[config.mk]
export PLATFORM = sky130hd
export DESIGN_NAME = ldst_seq_flat
export DESIGN_NICKNAME = d
export VERILOG_FILES = /design/src/rtl/ldst_pkg.sv /design/src/rtl/ldst_seq_if.sv /design/src/rtl/ldst_agen.sv /design/src/rtl/ldst_seq.sv /design/src/flat_wrapper.sv
export SDC_FILE = /design/constraint.sdc
export NUM_CORES = 1
export LEC_CHECK = 0
export BUFFER_PORTS_ARGS = -buffer_cell sky130_fd_sc_hd__buf_2
export CAP_MARGIN = 20
export CORE_ASPECT_RATIO = 0.7
export CORE_MARGIN = 2
export CORE_UTILIZATION = 50
export CTS_CLUSTER_SIZE = 40
export DETAILED_ROUTE_END_ITERATION = 8
export PLACE_DENSITY = 0.76
export SYNTH_ARGS = -nofsm -noshare
export SYNTH_HDL_FRONTEND = slang
export SYNTH_HIERARCHICAL = 1
export SYNTH_SLANG_ARGS = --single-unit
[constraint.sdc]
create_clock -name clk -period 3.9 [get_ports clk]
set_clock_uncertainty 0.1 [all_clocks]
set_input_delay 0.78 -clock clk [delete_from_list [all_inputs] [get_ports clk]]
set_output_delay 0.78 -clock clk [all_outputs]
set_load 0.02 [all_outputs]
[src/rtl/ldst_pkg.sv]
// ldst_pkg: shared widths, FSM state encoding and error codes for the LD/SD sequencer
package ldst_pkg;
    localparam int XLEN_DEF = 64;
    localparam int RAW_DEF  = 5;
    typedef enum logic [2:0] {IDLE, RREG, AGEN, MEM, FIN} state_t;
    typedef enum logic [1:0] {ERR_OK = 2'b00, ERR_MISALIGN = 2'b01, ERR_TIMEOUT = 2'b10} err_t;
endpackage

[src/rtl/ldst_seq_if.sv]
// ldst_seq_if: register-file and data-memory port bundle of the sequencer
//   rf_ra1/rf_rd1, rf_ra2/rf_rd2 : two combinational read ports
//   rf_we/rf_wa/rf_wd            : write port
//   mem_req/we/addr/wdata        : memory request, mem_ready/mem_rdata : completion
//   master = sequencer side, slave = register file / memory side
interface ldst_seq_if import ldst_pkg::*; #(parameter int XLEN = XLEN_DEF, parameter int RAW = RAW_DEF);
    logic [RAW-1:0]  rf_ra1, rf_ra2, rf_wa;
    logic [XLEN-1:0] rf_rd1, rf_rd2, rf_wd;
    logic            rf_we;
    logic            mem_req, mem_we, mem_ready;
    logic [XLEN-1:0] mem_addr, mem_wdata, mem_rdata;
    modport master (
        output rf_ra1, rf_ra2, rf_we, rf_wa, rf_wd, mem_req, mem_we, mem_addr, mem_wdata,
        input  rf_rd1, rf_rd2, mem_ready, mem_rdata
    );
    modport slave (
        input  rf_ra1, rf_ra2, rf_we, rf_wa, rf_wd, mem_req, mem_we, mem_addr, mem_wdata,
        output rf_rd1, rf_rd2, mem_ready, mem_rdata
    );
endinterface

[src/rtl/ldst_agen.sv]
// ldst_agen: effective address base + offset (wraps silently) and doubleword misalignment flag
//   base, offset : operands;  addr : sum;  misalign : addr[2:0] != 0
module ldst_agen #(parameter int XLEN = 64) (
    input  logic [XLEN-1:0] base,
    input  logic [XLEN-1:0] offset,
    output logic [XLEN-1:0] addr,
    output logic            misalign
);
    assign addr     = base + offset;
    assign misalign = |addr[2:0];
endmodule

[src/rtl/ldst_seq.sv]
// ldst_seq: multi-cycle LD/SD sequencer, IDLE -> RREG -> AGEN -> MEM -> FIN
//   start/is_store/rs1/rs2_rd/offset : decoded op, sampled in IDLE
//   busy : not IDLE;  done : one-cycle completion;  err : result code while done
//   bus  : register file and data memory ports (master side)
module ldst_seq import ldst_pkg::*; #(
    parameter int XLEN     = XLEN_DEF,
    parameter int RAW      = RAW_DEF,
    parameter int MAX_WAIT = 15
) (
    input  logic            clk,
    input  logic            rst_n,
    input  logic            start,
    input  logic            is_store,
    input  logic [RAW-1:0]  rs1,
    input  logic [RAW-1:0]  rs2_rd,
    input  logic [XLEN-1:0] offset,
    output logic            busy,
    output logic            done,
    output logic [1:0]      err,
    ldst_seq_if.master      bus
);
    localparam int WW = $clog2(MAX_WAIT + 1);

    // Every output is a field of this register so the block is strictly Moore.
    typedef struct packed {
        state_t          st;
        logic            is_store;
        logic [XLEN-1:0] off, base, sdata;
        logic [WW-1:0]   wcnt;
        logic            busy, done;
        err_t            err;
        logic [RAW-1:0]  rf_ra1, rf_ra2, rf_wa;
        logic            rf_we;
        logic [XLEN-1:0] rf_wd;
        logic            mem_req, mem_we;
        logic [XLEN-1:0] mem_addr, mem_wdata;
    } regs_t;

    regs_t           q, n;
    logic [XLEN-1:0] addr;
    logic            misalign, wb;

    ldst_agen #(.XLEN(XLEN)) u_agen (.base(q.base), .offset(q.off), .addr(addr), .misalign(misalign));

    always_ff @(posedge clk or negedge rst_n) begin
        if (!rst_n) q <= '0;
        else        q <= n;
    end

    always_comb begin
        n  = q;
        // rf_ra2 holds the latched rs2_rd, which is rd for loads.
        wb = bus.mem_ready && !q.is_store && q.rf_ra2 != '0;
        case (q.st)
            IDLE: if (start) begin
                n.st       = RREG;
                n.busy     = 1'b1;
                n.is_store = is_store;
                n.rf_ra1   = rs1;
                n.rf_ra2   = rs2_rd;
                n.off      = offset;
            end
            RREG: begin
                n.st    = AGEN;
                n.base  = bus.rf_rd1;
                n.sdata = bus.rf_rd2;
            end
            AGEN: if (misalign) begin
                n.st   = FIN;
                n.done = 1'b1;
                n.err  = ERR_MISALIGN;
            end else begin
                n.st        = MEM;
                n.mem_req   = 1'b1;
                n.mem_we    = q.is_store;
                n.mem_addr  = addr;
                n.mem_wdata = q.is_store ? q.sdata : '0;
                n.wcnt      = '0;
            end
            // ready on the last allowed cycle still wins over the timeout
            MEM: if (bus.mem_ready || q.wcnt == WW'(MAX_WAIT)) begin
                n.st        = FIN;
                n.done      = 1'b1;
                n.err       = bus.mem_ready ? ERR_OK : ERR_TIMEOUT;
                n.mem_req   = 1'b0;
                n.mem_we    = 1'b0;
                n.mem_addr  = '0;
                n.mem_wdata = '0;
                n.rf_we     = wb;
                n.rf_wa     = wb ? q.rf_ra2 : '0;
                n.rf_wd     = wb ? bus.mem_rdata : '0;
            end else begin
                n.wcnt = q.wcnt + 1'b1;
            end
            FIN: begin
                n.st    = IDLE;
                n.busy  = 1'b0;
                n.done  = 1'b0;
                n.err   = ERR_OK;
                n.rf_we = 1'b0;
                n.rf_wa = '0;
                n.rf_wd = '0;
            end
            default: n.st = IDLE;
        endcase
    end

    assign busy          = q.busy;
    assign done          = q.done;
    assign err           = q.err;
    assign bus.rf_ra1    = q.rf_ra1;
    assign bus.rf_ra2    = q.rf_ra2;
    assign bus.rf_we     = q.rf_we;
    assign bus.rf_wa     = q.rf_wa;
    assign bus.rf_wd     = q.rf_wd;
    assign bus.mem_req   = q.mem_req;
    assign bus.mem_we    = q.mem_we;
    assign bus.mem_addr  = q.mem_addr;
    assign bus.mem_wdata = q.mem_wdata;
endmodule

[src/flat_wrapper.sv]
// flat-port wrapper written by rule: the top's interface ports become plain ports
module ldst_seq_flat import ldst_pkg::*;
#(
    parameter int XLEN     = XLEN_DEF,
    parameter int RAW      = RAW_DEF,
    parameter int MAX_WAIT = 15
)
  (clk, rst_n, start, is_store, rs1, rs2_rd, offset, busy, done, err, bus_rf_ra1, bus_rf_ra2, bus_rf_we, bus_rf_wa, bus_rf_wd, bus_mem_req, bus_mem_we, bus_mem_addr, bus_mem_wdata, bus_rf_rd1, bus_rf_rd2, bus_mem_ready, bus_mem_rdata);
  ldst_seq_if #(.XLEN(XLEN), .RAW(RAW)) bus_i ();
  input  logic clk;
  input  logic rst_n;
  input  logic start;
  input  logic is_store;
  input  logic [RAW-1:0] rs1;
  input  logic [RAW-1:0] rs2_rd;
  input  logic [XLEN-1:0] offset;
  output logic busy;
  output logic done;
  output logic [1:0] err;
  output wire logic [$bits(bus_i.rf_ra1)-1:0] bus_rf_ra1;
  output wire logic [$bits(bus_i.rf_ra2)-1:0] bus_rf_ra2;
  output wire logic [$bits(bus_i.rf_we)-1:0] bus_rf_we;
  output wire logic [$bits(bus_i.rf_wa)-1:0] bus_rf_wa;
  output wire logic [$bits(bus_i.rf_wd)-1:0] bus_rf_wd;
  output wire logic [$bits(bus_i.mem_req)-1:0] bus_mem_req;
  output wire logic [$bits(bus_i.mem_we)-1:0] bus_mem_we;
  output wire logic [$bits(bus_i.mem_addr)-1:0] bus_mem_addr;
  output wire logic [$bits(bus_i.mem_wdata)-1:0] bus_mem_wdata;
  input wire logic [$bits(bus_i.rf_rd1)-1:0] bus_rf_rd1;
  input wire logic [$bits(bus_i.rf_rd2)-1:0] bus_rf_rd2;
  input wire logic [$bits(bus_i.mem_ready)-1:0] bus_mem_ready;
  input wire logic [$bits(bus_i.mem_rdata)-1:0] bus_mem_rdata;
  assign bus_rf_ra1 = bus_i.rf_ra1;
  assign bus_rf_ra2 = bus_i.rf_ra2;
  assign bus_rf_we = bus_i.rf_we;
  assign bus_rf_wa = bus_i.rf_wa;
  assign bus_rf_wd = bus_i.rf_wd;
  assign bus_mem_req = bus_i.mem_req;
  assign bus_mem_we = bus_i.mem_we;
  assign bus_mem_addr = bus_i.mem_addr;
  assign bus_mem_wdata = bus_i.mem_wdata;
  assign bus_i.rf_rd1 = bus_rf_rd1;
  assign bus_i.rf_rd2 = bus_rf_rd2;
  assign bus_i.mem_ready = bus_mem_ready;
  assign bus_i.mem_rdata = bus_mem_rdata;
  ldst_seq #(.XLEN(XLEN), .RAW(RAW), .MAX_WAIT(MAX_WAIT)) u_core (.clk(clk), .rst_n(rst_n), .start(start), .is_store(is_store), .rs1(rs1), .rs2_rd(rs2_rd), .offset(offset), .busy(busy), .done(done), .err(err), .bus(bus_i));
endmodule
==> flow_summary.toml, run 1 <==
[status]
status = "completed"

[floorplanning]
floorplan.core_area_um2 = 41000
dieArea_um2 = 43100
start_util_pct = 50.6
ios = 485
row_count = 62
die_w_um = 247
die_y_um = 174

[synth]
avgSynthCellArea_um2 = 12.0
synthCells = 1730
yosys_warnings = 6
synth_top_area_share_pct = 50.0
ys_seq_area_share_pct = 50.0
synth_common_cells = "dfrtp_1, buf_4, mux2_2"
ys_types = 76
netlist_area_um2 = 20700
synth_area_leader_cell = "dfrtp_1"
synth_edf_count = 0
ys.flop_type = "dfrtp_1"
synthArstFlopShare_pct = 100
synth_fp_nets = 2066
synth.most_common_cell = "dfrtp_1"
yosys-top-cells-area = "dfrtp_1, mux2_2, a22o_1"
synth_seq_cells = 414

[layout]
area_growth_pct = 13.0
layout.nets = 2316
drive_above_1_share_pct = 40.1

[global_routing]
grt_pass1_wl_um = 82100
antenna_found_initial = 5
grt_usage_pct = 24.1
grt_pass1_vias = 14600
grt_max_degree = 102
grt_overflow = 0

[sta]
hold_viol_final = 0
tns_ns = 0
relSlewSlack_pct = 40.0
fin_crit_sh_pct = 94.6
worst_pin_slew_ns = 0.900
setup_viol = 0
final_max_slew_viol_count = 0
timing.fmax_mhz = 271
hold_ws_ns = 0.178
rsz0062_at_grt = "no"
post-route-min-period_ns = 3.69

[clock_network]
postCtsHoldBufs = 0
insertion_delay_ns = 0.54
clockBufferDepth = 3
htreeDepth = 2
clkTransAtPathRegs_ns = 0.06
cts_tree = "done"
cts_resized = 0
clkSinkCount = 414
numCtsBuffers = 41
cts_setup_buffers = 0
clockRootBuffer = "clkbuf_16"

[critical_path]
required_ns = 4.23
critPathLaunchType = "register"
arrival_ns = 4.02
worstPathMaxFanout = 5
crit_type = "register to register"
critPathCaptureType = "register"

[route]
dr.pass1.iters = 5
vias = 14500
drt_wl_total_um = 53000
ant_nets = 0
route.detailed.drc = 0
via_per_inst = 5.67
wl_per_cell_um = 20.7
first_iter_violations = 961

[power_and_ir_drop]
p_leak_nw = 11.6
peakVddDrop_v = 0.000535
powerDensity_nw_per_um2 = 1070

[placement]
hpwl_um = 38700
io_buffers = 484
place_congestion = 0.997

[flow_run]
cap_viol_max_count = 0

[min_path]
min_path_type = "input port to asynchronous set/reset pin"
## cells in the final DEF (no fill, tap or decap), drive strengths merged, types with 4 or more instances in the layout
master,netlist,layout
nand2,66,66
a21oi,86,86
ha,64,64
o21ai,39,39
nor2,50,50
and2,6,6
mux2,203,203
o31ai,4,4
a22o,198,198
clkbuf,28,53
nor2b,10,10
clkinv,0,10
xnor2,37,37
nand3,13,13
buf,272,507
xor2,23,23
o21bai,16,16
a21o,34,34
or3,5,5
a31oi,9,9
diode,0,4
inv,24,26
o211ai,7,7
and3,6,6
a211oi,11,11
bufinv,0,4
a21boi,5,5
nand2b,8,8
dfrtp,414,414
o21a,6,6
nor3b,5,5
nand4,20,20
nor3,14,14
## sequential cells by signal (all words and copies together) (netlist names)
| register | cells |
|---|---|
| u_core/q | 200 |
| u_core/bus.rf_wa | 5 |
| u_core/done | 1 |
| u_core/busy | 1 |
| u_core/bus.rf_ra2 | 5 |
| u_core/bus.mem_req | 1 |
| u_core/bus.mem_wdata | 64 |
| u_core/bus.rf_wd | 64 |
| u_core/bus.rf_we | 1 |
| u_core/err | 2 |
| u_core/bus.rf_ra1 | 5 |
| u_core/bus.mem_we | 1 |
| u_core/bus.mem_addr | 64 |
## stage by stage
stage / instances / power, mW / instance area [µm²] / worst slack [ns] / utilization (%)
floorplan: 1730 / 18.3 / 20700 / 0.814 / -
global placement: 2480 / 20.4 / 22000 / 0.450 / 53.8
detailed placement: 2480 / 20.7 / 22000 / 0.403 / 53.8
CTS: 2552 / 24.9 / 23400 / 0.381 / 57.1
global route: 2557 / 26.5 / 23400 / 0.141 / 57.2
finish: 2557 / 25.0 / 23400 / 0.210 / 57.2
## path summary, 6_finish.rpt
path                       slack [ns]  depth (start not counted)                             endpoint                       from
max in group asynchronous        2.42                          2     u_core/bus.rf_wd[35]$_DFFE_PN0P_                      rst_n
setup reg to reg                 0.21                         11  u_core/bus.mem_addr[45]$_DFFE_PN0P_  u_core/q[284]$_DFFE_PN0N_
setup / recovery                 0.21                         11  u_core/bus.mem_addr[45]$_DFFE_PN0P_  u_core/q[284]$_DFFE_PN0N_
min in group clk                 0.36                          3     u_core/bus.rf_ra2[4]$_DFFE_PN0P_                  rs2_rd[4]
hold / removal                   0.18                          1     u_core/bus.rf_ra1[4]$_DFFE_PN0P_                      rst_n
hold reg to reg                  0.38                          1              u_core/done$_DFFE_PN0P_    u_core/done$_DFFE_PN0P_
## final cells by class
type | count | area, µm²
fillers | 3359 | 17500
inverters | 24 | 90.1
multi-input cells | 992 | 8240
clock buffers | 53 | 1150
well taps | 544 | 681
repair buffers | 507 | 2680
flip-flops and latches | 414 | 10400
diodes | 4 | 10.0
clock inverters | 19 | 214
## layer usage
layer | vias to the layer above | wire length [µm] | track usage (%)
li1 | 6593 | - | -
met1 | 7238 | 22800 | 32.9
met2 | 567 | 24500 | 38.0
met3 | 103 | 3710 | 4.85
met4 | 2 | 1980 | 9.18
met5 | - | 14 | 0
## power breakdown
group	total (mW)	switching [mW]	internal, mW
sequential	7.56	1.25	6.31
clock	4.04	1.68	2.35
combinational	13.4	7.72	5.64
## kinds of logic (layout without fill, tap and decap cells)
logic type | Yosys count | count (layout) | share of synthesized area [%]
muxes | 205 | 205 | 11.1
adders and majority gates | 65 | 65 | 3.96
buffers and inverters | 324 | 603 | 10.4
and+or+nand+nor | 219 | 219 | 5.43
DFF | 414 | 414 | 50.0
other | 0 | 4 | 0
xor gates and xnor gates | 60 | 60 | 2.54
AOI/OAI and AO/OA | 443 | 443 | 16.5
## critical path, stage by stage, from the launching register on
cell	delay, ns
dfrtp_1	0.39
ha_1	0.37
nand3_1	0.11
or2_2	0.30
a211oi_1	0.32
o211ai_1	0.17
a211oi_1	0.73
nor2_1	0.24
o31ai_4	0.33
a21boi_1	0.15
xnor2_1	0.17
a22o_1	0.21
No activity file was read; power rests on OpenSTA's default activity.
==> run 2, diff against run 1 <==
--- a/config.mk
+++ b/config.mk
@@ -9,10 +9,10 @@
 export CAP_MARGIN = 20
 export CORE_ASPECT_RATIO = 0.7
 export CORE_MARGIN = 2
-export CORE_UTILIZATION = 50
+export CORE_UTILIZATION = 49
 export CTS_CLUSTER_SIZE = 40
 export DETAILED_ROUTE_END_ITERATION = 8
-export PLACE_DENSITY = 0.76
+export PLACE_DENSITY = 0.78
 export SYNTH_ARGS = -nofsm -noshare
 export SYNTH_HDL_FRONTEND = slang
 export SYNTH_HIERARCHICAL = 1
==> constraint.sdc (replaced) <==
create_clock -name clk -period 3.3 [get_ports clk]
set_clock_uncertainty 0.1 [all_clocks]
set_input_delay 0.66 -clock clk [delete_from_list [all_inputs] [get_ports clk]]
set_output_delay 0.66 -clock clk [all_outputs]
set_load 0.02 [all_outputs]
==> run 2 against run 1 <==
- clock power rose by 23%
- global-route usage rose by 0.11 points
- combinational power rose by 23%
- hold slack got worse by 0.092 ns
- via count rose by 2.1%
- power rose by 22%
- wire length rose by 3.2%
==> flow_summary.toml, run 2 (same netlist as run 1, synthesis figures left out) <==
[critical_path]
critPathLaunchType = "register"
critPathCaptureType = "register"
r2r_setup_slack_ns = 0.08
crit_start = "u_core/q[296]$_DFFE_PN0N_"
worstPathMaxFanout = 4
reg2reg_to = "u_core/bus.mem_addr[53]$_DFFE_PN0P_"
arrival_ns = 3.56
crit_type = "register to register"
reg2reg_depth = 14
endpoint = "u_core/bus.mem_addr[53]$_DFFE_PN0P_"
required_ns = 3.64
timing.rr.start = "u_core/q[296]$_DFFE_PN0N_"

[global_routing]
grt_overflow = 0
grt_max_degree = 93
grt_pass1_wl_um = 84600
antenna_found_initial = 14
grt_pass1_vias = 15000
grt_usage_pct = 24.2

[placement]
io_buffers = 484
place_inst = 2511
hpwl_um = 40500
place_congestion = 0.970
place_area_um2 = 22300

[min_path]
min_path_type = "input port to asynchronous set/reset pin"

[power_and_ir_drop]
peakVddDrop_v = 0.000625
p_leak_nw = 11.9
powerDensity_nw_per_um2 = 1270
power_switching_mw = 13.0
swShare_pct = 42.6
p_int_mw = 17.5
power_mw = 30.4
power_frac_clock_pct = 16.4
power_frac_seq_pct = 29.4
pwr-share-comb_pct = 54.3

[layout]
drive_above_1_share_pct = 41.4
final_cell_area_um2 = 23900
area_growth_pct = 15.2
register_area_um2 = 10400
multi_input_area_um2 = 8320
layout.nets = 2348
final_cell_mix = "buf_2, dfrtp_1, mux2_2"
final_cells = 2598
nFillCells = 3401
layout_commonest_cell = "buf_2"
top_register = "u_core/q"
fin_util_pct = 57.7
largest_register_ffs = 200

[route]
via_per_inst = 5.70
ant_nets = 0
dr.pass1.iters = 7
vias = 14800
drt_wl_total_um = 54700
route.detailed.drc = 0
wl_per_cell_um = 21.0
first_iter_violations = 1457

[floorplanning]
start_util_pct = 50.1
row_count = 62
dieArea_um2 = 44000
floorplan.core_area_um2 = 41300
die_y_um = 176
die_w_um = 250
ios = 485

[clock_network]
postCtsHoldBufs = 0
htreeDepth = 2
clockRootBuffer = "clkbuf_16"
cts_tree = "done"
clkTransAtPathRegs_ns = 0.06
numCtsBuffers = 42
clkSinkCount = 414
insertion_delay_ns = 0.55
clockBufferDepth = 3

[sta]
relSlewSlack_pct = 45.0
hold_viol_final = 0
setup_viol = 0
fin_crit_sh_pct = 97.7
rsz0062_at_grt = "yes"
timing.fmax_mhz = 310
worst_pin_slew_ns = 0.825
post-route-min-period_ns = 3.22
final_max_slew_viol_count = 0

[status]
status = "completed"

[flow_run]
cap_viol_max_count = 0
==> run 2: cell types whose count changed in the layout (fill, tap and decap cells not counted), moves of 2 or more <==
cell       delta
diode_2       +5
clkbuf_16     +2
clkbuf_1      +5
clkbuf_8      -2
a211oi_2      +3
a21oi_4       +2
buf_12        +5
buf_4        +26
a211oi_1      -3
==> run 2: layer usage <==
| metal | GRT usage (%) | up-vias | part of all wire [%] |
|---|---|---|---|
| met2 | 38.5 | 640 | 47 |
| met3 | 5.06 | 133 | 7.0 |
| met4 | 10.2 | 0 | 3.8 |
| met5 | 0 | - | 0 |
| li1 | - | 6651 | - |
| met1 | 32.4 | 7387 | 42 |
==> run 2: cell type report <==
type / instances / area share (%)
diodes: 9 / 0.0943
clock buffers: 58 / 4.99
clock inverters: 19 / 1.00
inverters: 24 / 0.377
multi-input cells: 992 / 34.8
flip-flops and latches: 414 / 43.4
well taps: 544 / 2.85
repair buffers: 538 / 12.5
==> run 2: repair_timing <==
| item | in CTS | in global routing |
|---|---|---|
| endpoints found under the setup margin | 2 | 22 |
| gates cloned | 0 | 0 |
| setup buffers | 0 | 1 |
| resized for setup | 1 | 15 |
| pin swaps | 0 | 8 |
==> run 2: how the worst min path moves through the flow <==
stage	start	end	slack [ns]	cells past startpoint
2_1_floorplan	rst_n	u_core/bus.mem_addr[0]$_DFFE_PN0P_	0.26	0
3_3_place_gp	u_core/bus.rf_we$_DFFE_PN0P_	u_core/bus.rf_we$_DFFE_PN0P_	0.36	1
3_5_place_dp	u_core/bus.rf_we$_DFFE_PN0P_	u_core/bus.rf_we$_DFFE_PN0P_	0.37	1
4_1_cts	rst_n	u_core/q[328]$_DFFE_PN0N_	0.09	1
5_1_grt	rst_n	u_core/q[328]$_DFFE_PN0N_	0.13	1
6_report	rst_n	u_core/q[328]$_DFFE_PN0N_	0.09	1
==> run 2: worst max-delay path: stages (launching register included) <==
cell and delay, ns:
dfrtp_1 0.39, ha_1 0.33, buf_4 0.17, a21oi_1 0.20, o21a_1 0.18, o32ai_1 0.10
a211oi_2 0.22, buf_4 0.16, a211oi_1 0.06, buf_4 0.17, o211ai_1 0.27, nand2_1 0.19
a21oi_1 0.23, xnor2_1 0.12, a22o_1 0.22
==> run 2: power groups by stage <==
stage / Combinational (mW) / Sequential (mW) / Clock (mW)
after floorplan: 13.2 / 8.50 / 0
after global placement: 15.7 / 8.84 / 0
final: 16.5 / 8.93 / 4.98
after CTS: 16.1 / 8.92 / 5.10
after global routing: 17.7 / 9.22 / 5.31
after detailed placement: 16.0 / 8.99 / 0
==> run 2: through the flow <==
stage               setup TNS (ns)  worst slack [ns]  hold WS (ns)
floorplan                        0             0.214         0.264
CTS                              0            0.0407        0.0917
global placement                 0            0.0813         0.360
finish                           0            0.0769        0.0854
detailed placement         -0.0539           -0.0539         0.365
global route               -0.0850           -0.0332         0.131
